==> src/rtl/ransac_sample_picker.sv <==
// Draws SAMPLE_COUNT distinct indices below point_count; optional RANSAC_SAMPLE_PICKER_TIMEOUT_EN caps rejections.
// Latency SAMPLE_COUNT+1 cycles from start plus one per rejected draw; result held in HOLD until sample_ready.
module ransac_sample_picker #(
  parameter int INDEX_WIDTH  = 16,
  parameter int SAMPLE_COUNT = 2
) (
  input  logic                                clock,
  input  logic                                reset,
  input  logic [63:0]                         random_value,
  input  logic [INDEX_WIDTH-1:0]              point_count,
  input  logic                                start,
  output logic                                busy,
  output logic                                sample_valid,
  input  logic                                sample_ready,
  output logic [SAMPLE_COUNT*INDEX_WIDTH-1:0] sample_indices,
  output logic                                sample_error
);

  localparam int SLOT_W = $clog2(SAMPLE_COUNT);

  typedef enum logic [1:0] {
    IDLE = 2'd0,
    DRAW = 2'd1,
    HOLD = 2'd2
  } state_t;

  state_t                   state;
  logic [SLOT_W-1:0]        slot_cnt;
  logic [INDEX_WIDTH-1:0]   latched_count;
  logic [INDEX_WIDTH-1:0]   slot_q [SAMPLE_COUNT];
  logic [2*INDEX_WIDTH-1:0] product;
  logic [INDEX_WIDTH-1:0]   candidate;
  logic                     duplicate;
  logic                     last_slot;
  logic                     count_ok;
  logic                     unused_bits;
`ifdef RANSAC_SAMPLE_PICKER_TIMEOUT_EN
  logic [7:0]               attempt_cnt;
`endif

  // Scaling by the full-width product keeps the candidate strictly below latched_count.
  assign product     = {{INDEX_WIDTH{1'b0}}, random_value[INDEX_WIDTH-1:0]}
                     * {{INDEX_WIDTH{1'b0}}, latched_count};
  assign candidate   = product[2*INDEX_WIDTH-1:INDEX_WIDTH];
  assign unused_bits = ^{random_value[63:INDEX_WIDTH], product[INDEX_WIDTH-1:0]};
  assign last_slot   = (slot_cnt == SLOT_W'(SAMPLE_COUNT - 1));
  assign count_ok    = (point_count >= INDEX_WIDTH'(SAMPLE_COUNT));

  always_comb begin
    duplicate = 1'b0;
    for (int k = 0; k < SAMPLE_COUNT; k++) begin
      if ((SLOT_W'(k) < slot_cnt) && (slot_q[k] == candidate)) begin
        duplicate = 1'b1;
      end
    end
  end

  for (genvar g = 0; g < SAMPLE_COUNT; g++) begin : g_pack
    assign sample_indices[g*INDEX_WIDTH +: INDEX_WIDTH] = slot_q[g];
  end

  always_ff @(posedge clock) begin
    if (reset) begin
      state         <= IDLE;
      busy          <= 1'b0;
      sample_valid  <= 1'b0;
      sample_error  <= 1'b0;
      slot_cnt      <= '0;
      latched_count <= '0;
      for (int k = 0; k < SAMPLE_COUNT; k++) slot_q[k] <= '0;
`ifdef RANSAC_SAMPLE_PICKER_TIMEOUT_EN
      attempt_cnt   <= 8'd0;
`endif
    end else begin
      case (state)
        IDLE: begin
          if (start) begin
            for (int k = 0; k < SAMPLE_COUNT; k++) slot_q[k] <= '0;
            busy <= 1'b1;
            if (count_ok) begin
              latched_count <= point_count;
              slot_cnt      <= '0;
`ifdef RANSAC_SAMPLE_PICKER_TIMEOUT_EN
              attempt_cnt   <= 8'd0;
`endif
              state         <= DRAW;
            end else begin
              sample_valid <= 1'b1;
              sample_error <= 1'b1;
              state        <= HOLD;
            end
          end
        end
        DRAW: begin
          if (duplicate) begin
`ifdef RANSAC_SAMPLE_PICKER_TIMEOUT_EN
            // Give up after 256 consecutive rejections; filled slots are reported as-is.
            if (attempt_cnt == 8'd255) begin
              sample_valid <= 1'b1;
              sample_error <= 1'b1;
              state        <= HOLD;
            end else begin
              attempt_cnt <= attempt_cnt + 8'd1;
            end
`endif
          end else begin
            for (int k = 0; k < SAMPLE_COUNT; k++) begin
              if (SLOT_W'(k) == slot_cnt) slot_q[k] <= candidate;
            end
            if (last_slot) begin
              sample_valid <= 1'b1;
              sample_error <= 1'b0;
              state        <= HOLD;
            end else begin
              slot_cnt <= slot_cnt + SLOT_W'(1);
            end
          end
        end
        HOLD: begin
          if (sample_ready) begin
            busy         <= 1'b0;
            sample_valid <= 1'b0;
            sample_error <= 1'b0;
            state        <= IDLE;
          end
        end
        default: begin
          busy         <= 1'b0;
          sample_valid <= 1'b0;
          sample_error <= 1'b0;
          state        <= IDLE;
        end
      endcase
    end
  end

endmodule

==> config.mk <==
export PLATFORM = sky130hd
export DESIGN_NAME = ransac_sample_picker
export DESIGN_NICKNAME = d
export VERILOG_FILES = /design/src/rtl/ransac_sample_picker.sv
export SDC_FILE = /design/constraint.sdc
export NUM_CORES = 1
export LEC_CHECK = 0
export CORE_ASPECT_RATIO = 0.75
export CORE_UTILIZATION = 26
export DETAILED_ROUTE_END_ITERATION = 8
export PLACE_DENSITY = 0.5
export SKIP_CTS_REPAIR_TIMING = 1
export SLEW_MARGIN = 25
export SYNTH_ARGS = -nofsm -noshare
export SYNTH_HDL_FRONTEND = slang
export SYNTH_SLANG_ARGS = --single-unit
==> constraint.sdc <==
create_clock -name clock -period 22.8 [get_ports clock]
set_input_delay 4.56 -clock clock [delete_from_list [all_inputs] [get_ports clock]]
set_output_delay 4.56 -clock clock [all_outputs]
set_load 0.02 [all_outputs]
==> key figures <==
Power and ir drop
  • Worst VDD drop: 43.3 uV
  • Comb power frac: 74.1%
  • Switching Share: 51.8%
  • Clock network fraction of total power: 10.2%
  • Power per cell area: 71.4 nW/um2
  • Int Pwr: 0.429 mW
  • Switching pwr: 0.461 mW
  • Leakage: 5.67 nW
  • Sequential power share: 15.7%

Yosys
  • YS warnings: 0
  • Post-synthesis simple-gate area fraction: 19.3%
  • Synthesized area: 11,100 um2
  • Register area share after synthesis: 12.6%
  • Yosys cell types: 68
  • Largest family of logic cells by synthesized area: adder cells
  • Mux share of post-synthesis cell area: 1.83%
  • Cells after synthesis: 1,230
  • Number of flops mapped to enable cells by yosys: 32
  • Adder-Cell Fraction of Synth Area: 46.2%
  • Syn Area/Cell: 9.02 um2
  • Ys async rst share: 0%
  • FF+latch count, synth: 54
  • Syn Nets: 1,608
  • Compound-Gate Fraction of Synth Area: 7.64%
  • Ys flop type: edfxtp_1
  • Xor/xnor share of the synthesized area: 3.00%

CTS
  • Clock transition at path regs: 0.08 ns
  • Clk_lat worst skew: 0.31 ns
  • Clock Tree Buf Depth: 2
  • Clock sink total: 54
  • CTS tree: done
  • H-tree depth: 2
  • Total CTS buffers: 5
  • CTS Root Cell: clkbuf_16

Worst hold path
  • Hold depth: 2
  • Worst min-delay path class: reg -> reg
  • Hold path startpoint: busy
  • Worst Hold Path EP: busy

Final layout
  • Final nets: 1,637
  • Layout cell share with drive strength beyond 1: 2.54%
  • Area grow syn2layout: 12.4%
  • Final Core Density: 29.7%

Setup path
  • Critical path launch point type: input pin
  • Worst reg2reg path depth: 21
  • CP most frequent cell: fa_1
  • Arrival time of the worst setup path: 12.47 ns
  • Req. time, crit path: 22.82 ns
  • Worst path cell trace: clkdlybuf4s50_1 -> and2_1 -> fa_1 -> inv_1 -> fa_1 -> fa_1 -> inv_1 -> fa_1 -> fa_1 -> inv_1 -> fa_1 -> inv_1 -> ha_1 -> a21oi_1 -> o21ai_1 -> a21oi_1 -> a21oi_1 -> nor2b_1 -> xnor3_1 -> nor4_2 -> o2111ai_2 -> nor4_4 -> nor3_1
  • Reg-to-Reg Start: latched_count[1]
  • Reg2reg end: slot_q[0][3]
  • CP max-delay cell: clkdlybuf4s50_1
  • Crit path largest cell delay: 0.85 ns
  • Critical path class: in -> reg
  • CP Capture Type: register
  • Crit-path max FO: 16
  • Crit. Startpoint: random_value[9]
  • R2R Setup Slk: 14.85 ns

Status
  • Outcome: completed

Timing
  • Setup TNS: 0 ns
  • Max Slew Vio Count: 0
  • Slew of the pin with the lowest slew margin: 1.01 ns
  • Clock skew: 0.0141 ns
  • Post-layout minimum cycle time: 12.45 ns
  • Fmax: 80.3 MHz
  • Setup violators final: 0
  • Hold slack final: 0.523 ns
  • Rel. slew slack: 32.5%
  • Fin crit share: 54.6%
  • RSZ-0062 raised after global routing: false
  • Setup ws final: 10.35 ns
  • Final number of hold-violating endpoints: 0

GRT
  • GRT overflow: 0
  • Vias in the first global route: 8,620
  • Largest net degree at the start of global routing: 26
  • First-pass GRT wire length: 46.7 mm
  • Total GRT Usage: 13.6%
  • Initial antenna violation count: 0

Detailed routing
  • Vias per cell: 4.64
  • Drt wl/cell: 15.8 um
  • Routed Wire Length: 28.8 mm
  • TritonRoute pass-1 iters: 7
  • Post-route DRC: 0
  • Final ANT Viol Nets: 0
  • Starting DRC count in detailed routing: 507
  • Vias post-DR: 8,488

Die
  • Total I/O pin count: 119
  • Initial Util: 26.4%
  • Die footprint: 43,500 um2
  • Cell Rows: 65
  • Die height: 181 um
  • Die width: 241 um
  • Core area: 42,000 um2

Place
  • Post-Place Setup Slack: 10.08 ns
  • Routability cong.: 0.896
  • # port buffers: 70
  • Dpl hpwl: 24.2 mm

Flow run
  • Maxcap violations: 0
worst max-delay path, delay by kind of cell:
family / cells / cell delay (ns)
adder cells (fa/ha/maj): 7 / 3.30
AO/OA/AOI/OAI: 5 / 1.25
XOR/XNOR: 1 / 0.27
AND/OR/NAND/NOR: 5 / 2.01
buffers and inverters: 5 / 1.04
Yosys cell counts (3+ instances only):
cell | instances | area share (%)
nor2b_1 | 5 | 0.28
inv_1 | 218 | 7.4
nor3b_1 | 5 | 0.34
dfxtp_1 | 22 | 4.0
nor2_1 | 50 | 1.7
o21ai_1 | 4 | 0.18
a21oi_2 | 4 | 0.32
a211o_1 | 3 | 0.24
clkbuf_1 | 37 | 1.3
o21ai_0 | 23 | 1.0
nand2_1 | 186 | 6.3
or3_1 | 5 | 0.28
nand2b_1 | 4 | 0.23
nand3_1 | 7 | 0.32
a21boi_0 | 3 | 0.20
buf_4 | 3 | 0.20
ha_1 | 101 | 11
o21bai_1 | 4 | 0.27
nor3_1 | 19 | 0.86
fa_1 | 193 | 35
nand4_1 | 10 | 0.56
xor2_1 | 10 | 0.79
and2_1 | 115 | 6.5
mux2i_1 | 18 | 1.6
a22oi_1 | 3 | 0.20
o21a_1 | 6 | 0.41
nor4_1 | 7 | 0.39
xnor2_1 | 21 | 1.7
a21oi_1 | 41 | 1.8
o211ai_1 | 5 | 0.34
a31oi_1 | 6 | 0.34
a21o_1 | 3 | 0.20
edfxtp_1 | 32 | 8.7
buf_2 | 8 | 0.36
worst max path at each step:
stage | to | depth (start not counted) | slack [ns]
after floorplan | slot_q[0][16] | 22 | 11.33
final | slot_q[0][3] | 23 | 10.35
after global routing | slot_q[0][3] | 22 | 9.90
after global placement | slot_q[0][31] | 23 | 10.11
after CTS | slot_q[0][3] | 23 | 10.38
after detailed placement | slot_q[0][19] | 23 | 10.08
power groups by stage:
stage	registers [mW]	clock network, mW	logic (mW)
final	0.140	0.0908	0.659
after global routing	0.143	0.0961	0.734
after CTS	0.141	0.0927	0.661
after detailed placement	0.143	0	0.656
after global placement	0.142	0	0.652
after floorplan	0.145	0	0.479
through the flow:
step / instance area (um2) / cells / power (mW)
floorplan: 11100 / 1230 / 0.623
global placement: 12300 / 1821 / 0.794
detailed placement: 12300 / 1821 / 0.799
CTS: 12500 / 1829 / 0.895
global route: 12500 / 1829 / 0.973
finish: 12500 / 1830 / 0.890
sequential cells by signal, indices dropped and copies added (netlist names):
name / cells
slot_q: 32
latched_count: 16
state: 2
busy: 1
last_slot: 1
sample_error: 1
sample_valid: 1
final cells by class:
class	instances	area, um2
Fill cell	4524	29600
Multi-Input combinational cell	907	8650
Sequential cell	54	1400
Inverter	218	818
Timing Repair Buffer	73	723
Tap cell	569	712
Clock buffer	6	129
Clock inverter	2	37.5
Antenna cell	1	2.50
cell usage in the layout, fill, tap and decap left out, types with 3 or more instances in the layout:
cell type        count
a211o_1              3
a21boi_0             3
a21o_1               3
a21oi_1             41
a21oi_2              4
a22oi_1              3
a31oi_1              6
and2_1             115
buf_4                3
clkbuf_16            5
clkdlybuf4s50_1     70
dfxtp_1             22
edfxtp_1            32
fa_1               193
ha_1               101
inv_1              218
mux2i_1             18
nand2_1            186
nand2b_1             4
nand3_1              7
nand4_1             10
nor2_1              50
nor2b_1              5
nor3_1              19
nor3b_1              5
nor4_1               7
o211ai_1             5
o21a_1               6
o21ai_0             22
o21ai_1              5
o21bai_1             4
or3_1                5
xnor2_1             21
xor2_1              10
logic make-up (layout without fill, tap and decap cells):
kind of cell	Yosys count	count (layout)
flops	54	54
buf+inv	269	299
mux	20	20
other cells	0	1
compound gates	128	128
fa+ha+maj	294	294
xor+xnor	34	34
simple gates	431	431
routing by layer:
metal | share of wire [%] | wire (um) | up-vias | track usage (%)
li1 | - | - | 3938 | -
met1 | 52 | 14900 | 4345 | 21.6
met2 | 43 | 12300 | 190 | 19.7
met3 | 5.0 | 1430 | 15 | 1.79
met4 | 0.62 | 180 | 0 | 1.45
met5 | 0 | 0 | - | 0
(Power assumes the default switching activity.)
